$ cat config.mk
export PLATFORM = sky130hd
export DESIGN_NAME = bin_to_bcd_seq
export DESIGN_NICKNAME = d
export VERILOG_FILES = /design/src/rtl/bcd_pkg.sv /design/src/rtl/bcd_digit_adj.sv /design/src/rtl/bin_to_bcd_seq.sv
export SDC_FILE = /design/constraint.sdc
export NUM_CORES = 1
export LEC_CHECK = 0
export CORE_MARGIN = 10
export CORE_UTILIZATION = 35
export DETAILED_ROUTE_END_ITERATION = 8
export SETUP_SLACK_MARGIN = 0.2
export SYNTH_ARGS = -nofsm -noshare
export SYNTH_HDL_FRONTEND = slang
export SYNTH_SLANG_ARGS = --single-unit
$ cat constraint.sdc
create_clock -name clk_i -period 2.3 [get_ports clk_i]
set_input_delay 0.345 -clock clk_i [delete_from_list [all_inputs] [get_ports clk_i]]
set_output_delay 0.345 -clock clk_i [all_outputs]
set_load 0.02 [all_outputs]
$ cat src/rtl/bcd_pkg.sv
// Shared types and constant helpers for the sequential binary-to-BCD converter.
package bcd_pkg;

  typedef logic [1:0] state_t;

  localparam state_t StIdle  = 2'd0;
  localparam state_t StShift = 2'd1;
  localparam state_t StDone  = 2'd2;

  // 10^n, used to derive the saturation threshold at elaboration time
  function automatic int unsigned pow10(input int unsigned n);
    int unsigned p;
    p = 1;
    for (int unsigned i = 0; i < n; i++) begin
      p = p * 10;
    end
    return p;
  endfunction

  function automatic int unsigned clog2(input int unsigned v);
    int unsigned r;
    r = 0;
    while ((32'd1 << r) < v) begin
      r = r + 1;
    end
    return r;
  endfunction

endpackage

$ cat src/rtl/bcd_digit_adj.sv
// Double-dabble correction cell: adds 3 to a BCD digit that is 5 or more.
module bcd_digit_adj (
  input  logic [3:0] digit_i,
  output logic [3:0] digit_o
);

  always_comb begin
    digit_o = digit_i;
    if (digit_i >= 4'd5) begin
      digit_o = digit_i + 4'd3;
    end
  end

endmodule

$ cat src/rtl/bin_to_bcd_seq.sv
// Iterative shift-and-add-3 binary-to-BCD converter with start/valid handshake,
// leading-zero blanking mask and saturation when the value does not fit in DIGITS.
module bin_to_bcd_seq
  import bcd_pkg::*;
#(
  parameter int unsigned BIN_W  = 8,
  parameter int unsigned DIGITS = 2
) (
  input  logic                  clk_i,
  input  logic                  rst_i,
  input  logic                  start_i,
  input  logic [BIN_W-1:0]      bin_i,
  output logic                  busy_o,
  output logic                  valid_o,
  output logic [4*DIGITS-1:0]   bcd_o,
  output logic [DIGITS-1:0]     blank_o,
  output logic                  ovf_o
);

  localparam int unsigned AccW   = 4 * DIGITS;
  localparam int unsigned CntW   = clog2(BIN_W + 1);
  localparam int unsigned MaxVal = pow10(DIGITS) - 1;

  localparam logic [AccW-1:0]   AllNines = {DIGITS{4'h9}};
  // Reset mask blanks every digit except the ones digit
  localparam logic [DIGITS-1:0] BlankRst = ~DIGITS'(1);

  state_t            state_q, state_d;
  logic [BIN_W-1:0]  bin_q, bin_d;
  logic [AccW-1:0]   acc_q, acc_d;
  logic [AccW-1:0]   acc_adj;
  logic [CntW-1:0]   cnt_q, cnt_d;
  logic              ovf_q, ovf_d;
  logic [AccW-1:0]   bcd_q, bcd_d;
  logic [DIGITS-1:0] blank_q, blank_d;
  logic              ovf_out_q, ovf_out_d;
  logic              valid_q, valid_d;
  logic [AccW-1:0]   result;
  logic [DIGITS-1:0] blank_calc;
  logic              nonzero_above;

  for (genvar k = 0; k < int'(DIGITS); k++) begin : g_adj
    bcd_digit_adj u_adj (
      .digit_i (acc_q[4*k +: 4]),
      .digit_o (acc_adj[4*k +: 4])
    );
  end

  assign result = ovf_q ? AllNines : acc_q;

  // A digit is blanked only when it and every more-significant digit are zero
  always_comb begin
    nonzero_above = 1'b0;
    blank_calc    = '0;
    for (int k = int'(DIGITS) - 1; k >= 1; k--) begin
      nonzero_above = nonzero_above | (result[4*k +: 4] != 4'd0);
      blank_calc[k] = ~nonzero_above;
    end
  end

  always_comb begin
    state_d   = state_q;
    bin_d     = bin_q;
    acc_d     = acc_q;
    cnt_d     = cnt_q;
    ovf_d     = ovf_q;
    bcd_d     = bcd_q;
    blank_d   = blank_q;
    ovf_out_d = ovf_out_q;
    valid_d   = 1'b0;
    unique case (state_q)
      StIdle: begin
        if (start_i) begin
          bin_d   = bin_i;
          acc_d   = '0;
          cnt_d   = CntW'(BIN_W);
          ovf_d   = 32'(bin_i) > MaxVal;
          state_d = StShift;
        end
      end
      StShift: begin
        acc_d = (acc_adj << 1) | AccW'(bin_q[BIN_W-1]);
        bin_d = bin_q << 1;
        cnt_d = cnt_q - CntW'(1);
        if (cnt_q == CntW'(1)) begin
          state_d = StDone;
        end
      end
      StDone: begin
        bcd_d     = result;
        blank_d   = ovf_q ? '0 : blank_calc;
        ovf_out_d = ovf_q;
        valid_d   = 1'b1;
        state_d   = StIdle;
      end
      default: begin
        state_d = StIdle;
      end
    endcase
  end

  always_ff @(posedge clk_i or posedge rst_i) begin
    if (rst_i) begin
      state_q   <= StIdle;
      bin_q     <= '0;
      acc_q     <= '0;
      cnt_q     <= '0;
      ovf_q     <= 1'b0;
      bcd_q     <= '0;
      blank_q   <= BlankRst;
      ovf_out_q <= 1'b0;
      valid_q   <= 1'b0;
    end else begin
      state_q   <= state_d;
      bin_q     <= bin_d;
      acc_q     <= acc_d;
      cnt_q     <= cnt_d;
      ovf_q     <= ovf_d;
      bcd_q     <= bcd_d;
      blank_q   <= blank_d;
      ovf_out_q <= ovf_out_d;
      valid_q   <= valid_d;
    end
  end

  assign busy_o  = (state_q == StShift);
  assign valid_o = valid_q;
  assign bcd_o   = bcd_q;
  assign blank_o = blank_q;
  assign ovf_o   = ovf_out_q;

endmodule

# --- Word level (Yosys, flattened, before mapping) ---
# Index checks and enable logic that the tools add are counted.
# Widths: inputs -> output; s select.
op_classes:
  n_lt_le_gt_ge: 3
  muxes: 14
  add_sub_neg: 3
  reduce_logical: 6
  n_eq_ne: 5
  n_bitwise: 2
ops:
  columns: ["op", "count"]
  rows:
  - ["$pmux 8 s2", 2]
  - ["$mux 8", 3]
  - ["$ge 4x3->1 const B", 2]
  - ["$gt 8x7->1 const B", 1]
  - ["$mux 4", 2]
  - ["$or 8x1->8", 1]
  - ["$pmux 4 s2", 1]
  - ["$mux 2", 3]
  - ["$reduce_and 2->1", 3]
  - ["$add 4x2->4 const B", 1]
  - ["$eq 4x1->1 const B", 1]
  - ["$pmux 2 s2", 1]
  - ["$reduce_bool 4->1", 1]
  - ["$sub 4x1->4 const B", 1]
  - ["$add 3x2->3 const B", 1]
  - ["$mux 3", 1]
  - ["$eq 2x1->1 const B", 1]
  - ["$eq 2x2->1 const B", 1]
  - ["$logic_not 2->1", 1]
  - ["$ne 2x1->1 const B", 1]
  - ["$ne 2x2->1 const B", 1]
  - ["$reduce_bool 2->1", 1]
  - ["$mux 1", 1]
  - ["$not 1->1", 1]
totals:
  register_bits: 35
  inputBits: 11
  wordCells: 42
  output_inout_bits: 13

# --- Logic depth before layout (Yosys ltp) ---
# Gate-level depths: netlist (run 1).
logic_depth:
  depth_word: 4
  depth_mapped: 7
  mapped_depth_nobuf: 6

# --- By module ---
# Synthesis (run 1) repeated with hierarchy kept, for this count alone.
hier_totals:
  cells_unflattened: 181
  area_unflattened_um2: 1676.6
modules_own_cells:
  columns: ["mod", "cells_per_inst", "area_per_inst_um2", "seq_area_each_um2", "n_inst"]
  rows:
  - ["bin_to_bcd_seq", 149, 1473.9, 852.1, 1]
  - ["bcd_digit_adj", 16, 101.3, 0.0, 2]

# --- Worst setup path after synthesis (run 1) ---
# Ideal clock, no wire load.
synth_path:
  path_kind: "register to register"
  start: "reg acc_q[0]"
  end: "reg acc_q[2]"
  t_required_ps: 2179
  synth_period_minus_slack_ps: 1312
  stages_incl_launch_ff: 7
  arrival_ps: 1191
  setup_slack_ps: 988
  path_buffers: 0
  setup_time_ps: 121
  cell_sequence: "dfrtp_1 > inv_1 > ha_1 > nand2b_1 > a21oi_2 > mux2i_1 > a22o_1"
synth_via:
  elab_chain_len: 4
  elab_cells_between_ends: 5
  cone_classes: "add/sub: 1; order compare: 1; mux: 2; bitwise: 1"
synth_lines:
  columns: ["item", "line_no", "rtl"]
  rows:
  - ["start: declaration", "bin_to_bcd_seq.sv:30", "logic [AccW-1:0] acc_q, acc_d;"]
  - ["start signal: assignment", "bin_to_bcd_seq.sv:106", "acc_q <= '0;"]
  - ["start signal: assignment", "bin_to_bcd_seq.sv:116", "acc_q <= acc_d;"]
  - ["$add 4x2->4 / $ge 4x3->1 (equally long branches)", "bcd_digit_adj.sv:10, bcd_digit_adj.sv:9", null]
  - ["$mux 4 *", "bcd_digit_adj.sv:9", "if (digit_i >= 4'd5) begin"]
  - ["$or 8x1->8 *", "bin_to_bcd_seq.sv:82", "acc_d = (acc_adj << 1) | AccW'(bin_q[BIN_W-1]);"]
  - ["$pmux 8 s2 *", "bin_to_bcd_seq.sv:71", "unique case (state_q)"]
# Mark *: on every way between the ends. The rest lies on a longest branch, timed or not.
# A chain may end at the register's enable or synchronous reset.

# --- Worst setup path in the final report (run 1) ---
layout_path:
  start: "reg blank_q[1] (netlist: blank_o[1])"
  end: "out blank_o[1]"
layout_lines:
  columns: ["item", "line_no", "rtl"]
  rows:
  - ["start: declaration", "bin_to_bcd_seq.sv:35", "logic [DIGITS-1:0] blank_q, blank_d;"]
  - ["start signal: assignment", "bin_to_bcd_seq.sv:110", "blank_q <= BlankRst;"]
  - ["start signal: assignment", "bin_to_bcd_seq.sv:120", "blank_q <= blank_d;"]
  - ["end: declaration", "bin_to_bcd_seq.sv:16", "output logic [DIGITS-1:0] blank_o,"]
# No word-level cell between the ends.

==> results of run 1 <==
cells in the mapped netlist (all sizes together):
cell type   n
nand2b      4
a211oi      2
nor3b       2
nand3       4
dfrtp      33
and3        2
mux2        1
dfstp       1
xnor2       2
nor3        1
nand2      25
conb        1
nor2b       1
o311ai      1
o31ai       3
inv        10
ha          6
a31oi      12
nor2        9
o21ai      24
a41o        1
and2        8
a22o        2
mux2i       1
clkinv      1
buf         8
a21oi       4
a32oi       1
kinds of logic (layout without fill, tap and decap cells):
kind of cell	count (synthesis)	after routing	synth area share, %
other cells	1	1	0.221
buf+inv	19	42	6.72
mux	2	2	1.26
simple gates	56	56	16.8
xor+xnor	2	2	1.03
fa+ha+maj	6	6	4.43
flops	34	34	50.3
compound gates	50	50	19.2
final cells by class:
type / instances / area share (%)
inverters: 11 / 2.89
multi-input cells: 117 / 35.8
flip-flops and latches: 34 / 42.0
clock inverters: 2 / 0.615
well taps: 54 / 3.32
repair buffers: 23 / 11.3
clock buffers: 6 / 4.06
stage by stage:
stage | cell area, um^2 | hold WS [ps]
floorplan | 1690 | 442
global route | 2030 | 512
CTS | 2030 | 470
detailed placement | 1930 | 466
global placement | 1930 | 462
finish | 2030 | 444
worst reg2reg max path: stages (launching register included):
cell and delay [ps]:
dfrtp_1 420, inv_1 120, ha_1 230, nand2b_1 120
a21oi_2 200, mux2i_1 240, a22o_1 140
sequential cells by signal, indices dropped and copies added (netlist names):
register / count
cnt_q: 4
bcd_o: 8
state_q: 2
acc_q: 8
bin_q: 8
blank_o: 1
ovf_o: 1
valid_o: 1
ovf_q: 1
placed cells by master, fill, tap and decap left out, drive strengths merged, types with 6 or more instances in the layout:
cell type	count
ha	6
o21ai	24
clkdlybuf4s50	21
dfrtp	33
nor2	9
a31oi	12
and2	8
nand2	25
inv	10
clkbuf	6
layer usage:
metal | GRT usage [%] | vias up
met2 | 14.4 | 30
met3 | 3.34 | 4
met5 | 0 | -
met1 | 12.8 | 548
met4 | 3.47 | 0
li1 | - | 630
power breakdown:
part	leakage (nW)	internal, mW	switching [mW]
sequential	0.433	0.846	0.246
combinational	0.407	0.528	0.647
clock	0.0472	0.241	0.230
total	0.887	1.61	1.12
worst min path at each step:
| stage | slack, ps | from | cells after the start | to |
|---|---|---|---|---|
| 6_report | 440 | rst_i | 3 | bcd_o[1] |
| 5_1_grt | 510 | bcd_o[7] | 2 | bcd_o[7] |
| 4_1_cts | 470 | rst_i | 3 | acc_q[6] |
| 3_5_place_dp | 470 | bin_q[4] | 2 | bin_q[4] |
| 3_3_place_gp | 460 | bcd_o[6] | 2 | bcd_o[6] |
| 2_1_floorplan | 440 | bin_q[6] | 2 | bin_q[6] |
repair_timing:
action	4_1_cts	5_1_grt
resized for setup	2	1
setup endpoints to repair	1	1
hold endpoints to repair	0	0
==> results by group, run 1 <==
Worst hold path
  • Hold WC Path Type: input pin to asynchronous set/reset pin

Worst setup path
  • Top delay family on crit path: buffers and inverters
  • R2R cell count: 6
  • Critical setup path kind: register to primary output
  • Crit path DAT: 1420 ps
  • Slowest CP cell: clkdlybuf4s50_1
  • Stages on worst setup path: 1
  • Buffers & Inverters on Critical Path: 1
  • Crit start category: register
  • FF-to-FF Start: acc_q[0]
  • Crit end category: primary output
  • Reg2reg setup slack: 770 ps
  • Worst Setup SP: blank_o[1]
  • R2r endpoint: acc_q[2]
  • Worst path cell trace: clkdlybuf4s50_1
  • CP max stage delay: 590 ps
  • Worst setup path end: blank_o[1]
  • Worst Path Required: 1960 ps
  • Crit path max fanout: 2

STA
  • Setup_tns: 0 ps
  • Final Max Slew Viols: 0
  • Post-layout min period: 1760 ps
  • Setup violators final: 0
  • RSZ-0062 raised after global routing: no
  • Clock Skews: 5.35 ps
  • Setup ws final: 540 ps
  • Period utilisation layout: 76.5%
  • Final hold vios: 0
  • Max Freq: 0.568 GHz

Floorplanning
  • Core Rows: 25
  • Die W: 89.6 um
  • Core Box Area: 4690 um^2
  • Ports: 24
  • Die area: 8020 um^2
  • Die height: 89.6 um
  • Initial core utilization: 36.1%

Clock tree
  • Clk buf depth: 2
  • CTS tree: yes
  • Cts-stage hold buffer count: 0
  • Clock root buffer: clkbuf_8
  • Total setup buffers inserted after CTS: 0
  • Clk slew on worst S/H paths: 70 ps
  • Num CTS Buffers: 5
  • H-Tree Depth: 2
  • Clk_lat worst skew: 290 ps
  • Num Clock Sinks: 34

Placement
  • Dpl ws: 487 ps
  • Final HPWL DP: 2470 um
  • GPL Wtd Cong: 0.780
  • Dpl cells: 239
  • # port buffers: 22

Routing
  • Vias per cell: 4.91
  • Highest metal used: met4
  • Avg WL per Cell: 14.0 um
  • DRT Pass-1 Iters: 4
  • WL met3: 218 um
  • M1 WL: 1770 um
  • Residual DRC count: 0
  • WL final: 3470 um
  • DRT iter0 DRCs: 72
  • Via Count: 1212
  • Post-DRT Antenna Nets: 0
  • WL met2: 1440 um

Synth
  • Synth Register Bits: 34
  • Area share of the largest cell type after synthesis: 48.7%
  • Synth top area cells: dfrtp_1 (49%), o21ai_0 (5.9%), nand2_1 (5.1%)
  • Yosys top cell by area: dfrtp_1
  • Syn Nets: 187
  • Gate Count Post-Synth: 170
  • Mapped Area: 1690 um^2
  • Distinct cells, synth: 40
  • Seq/Total Area, Yosys: 50.3%
  • Yosys synthesis warning count: 0
  • Average size of a mapped cell: 9.97 um^2

Layout
  • Final-layout fill cell count: 477
  • Register area: 855 um^2
  • Footprint of the multi-input gates: 728 um^2
  • Nets@finish: 209
  • Area delta synth->final: 20.1%
  • Non-Filler Instances: 247
  • Fraction of layout cells with a size suffix above 1: 11.9%
  • Antenna cells: 0
  • Final core occ: 43.4%

Global routing
  • Antenna violations before repair: 0
  • Total congestion overflow: 0
  • Largest net degree at the start of global routing: 35
  • First-pass GRT wire length: 6120 um
  • Gr usage total: 9.73%
  • Number of global-route vias before repair: 1289

Run
  • Max Cap Viol: 0

Pwr
  • VDD IR-drop max: 0.000549 V
  • Static Leak: 0.887 nW
  • Overall power: 2.74 mW
  • Power Density: 1340 nW/um^2

Run status
  • Outcome: completed
No activity file was read; power rests on OpenSTA's default activity.
==> run 2, diff against run 1 <==
clock period = 1.6 ns   (was 2.3 ns; I/O delays follow)
==> results by group, run 2 (synthesis results as in run 1) <==
Run status
  • Outcome: completed

Layout
  • Nets@finish: 224
  • Area delta synth->final: 31.5%
  • Fraction of layout cells with a size suffix above 1: 23.6%
  • Most frequent cells in the layout: dfrtp_1 (31), nand2_1 (23), o21ai_0 (19)
  • Non-Filler Instances: 262
  • Most common cell after layout, fill and taps aside: dfrtp_1
  • Antenna cells: 0

Global routing
  • Gr usage total: 10.4%
  • Global-route layer with the greatest usage: met2
  • Total congestion overflow: 0
  • GRT met1 Usage: 13.2%
  • Grt met3 use: 4.42%
  • Largest net degree at the start of global routing: 24
  • Antenna violations before repair: 0
  • Number of global-route vias before repair: 1330
  • GR Layer Usage met2: 15.9%
  • First-pass GRT wire length: 6520 um

STA
  • WHS: 265 ps
  • Max Freq: 0.743 GHz
  • Setup_tns: 0 ps
  • Final Max Slew Viols: 0
  • RSZ-0062 raised after global routing: yes
  • Clock Skews: 8.96 ps
  • Setup violators final: 0
  • Final hold vios: 0
  • Post-layout min period: 1350 ps
  • Period utilisation layout: 84.1%

Clock tree
  • H-Tree Depth: 2
  • Clk buf depth: 2
  • CTS tree: yes
  • Cts-stage hold buffer count: 0
  • Num CTS Buffers: 5
  • Num Clock Sinks: 34
  • Clock root buffer: clkbuf_8
  • Clk slew on worst S/H paths: 70 ps
  • Clk_lat worst skew: 290 ps

Routing
  • Post-DRT Antenna Nets: 0
  • WL final: 3770 um
  • Vias per cell: 5.03
  • DRT Pass-1 Iters: 4
  • DRT iter0 DRCs: 64
  • Via Count: 1318
  • Avg WL per Cell: 14.4 um
  • Residual DRC count: 0

Placement
  • # port buffers: 22
  • Final HPWL DP: 2670 um
  • Dpl cells: 248
  • GPL Wtd Cong: 0.762

Pwr
  • Power Density: 2010 nW/um^2
  • Static Leak: 1.02 nW
  • VDD IR-drop max: 0.000630 V
  • Overall power: 4.48 mW

Floorplanning
  • Die area: 8020 um^2
  • Die W: 89.6 um
  • Core Box Area: 4690 um^2
  • Initial core utilization: 36.1%
  • Die height: 89.6 um
  • Ports: 24
  • Core Rows: 25

Worst setup path
  • Crit path DAT: 1110 ps
  • Worst path cell trace: clkdlybuf4s15_1
  • Worst Path Required: 1360 ps
  • Top delay family on crit path: flip-flops
  • Crit end category: primary output
  • Critical setup path kind: register to primary output
  • Buffers & Inverters on Critical Path: 1
  • Slowest CP cell: dfstp_2
  • Crit path max fanout: 2
  • Crit start category: register
  • CP max stage delay: 530 ps

Worst hold path
  • Hold WC Path Type: input pin to asynchronous set/reset pin

Run
  • Max Cap Viol: 0
-- run 2: stage by stage --
stage                     utilization, %  setup WS (ps)  cell area, um^2
final                               47.5            255             2230
after global routing                47.5            165             2230
after CTS                           45.4           69.8             2130
after detailed placement            42.7            113             2000
after global placement              42.7            116             2000
after floorplan                        -            288             1690
-- run 2: timing repair --
item | CTS | global route
setup endpoints to repair | 17 | 10
resized for setup | 18 | 18
pin swaps | 1 | 7
setup buffers | 2 | 4
-- run 2: final timing paths --
kind,depth (start not counted),startpoint,slack (ps),endpoint
min,3,rst_i,270,bcd_o[5]
min reg2reg,2,bcd_o[4],470,bcd_o[4]
max,1,blank_o[1],250,blank_o[1]
min in group clk_i,2,bcd_o[4],470,bcd_o[4]
max reg2reg,5,acc_q[0],260,acc_q[2]
max in group asynchronous,3,rst_i,1000,state_q[0]
-- run 2: area by class of cell --
type / count / area (um^2)
Tap cell: 54 / 67.6
Inverter: 11 / 61.3
Sequential cell: 34 / 855
Multi-Input combinational cell: 117 / 802
Timing Repair Buffer: 38 / 327
Clock inverter: 1 / 30.0
Fill cell: 461 / 2460
Clock buffer: 7 / 86.3
-- run 2: power by group --
part           total (mW)  switching [mW]  internal, mW
logic                2.11            1.12         0.985
registers            1.55           0.332          1.22
clock network       0.826           0.318         0.508
-- run 2: metal layers --
layer  wire [um]  up-vias  share of wire (%)
met3         266        6                7.1
met1        1750      624                 46
met5           0        -                  0
met4          40        0                1.1
li1            -      663                  -
met2        1720       25                 46
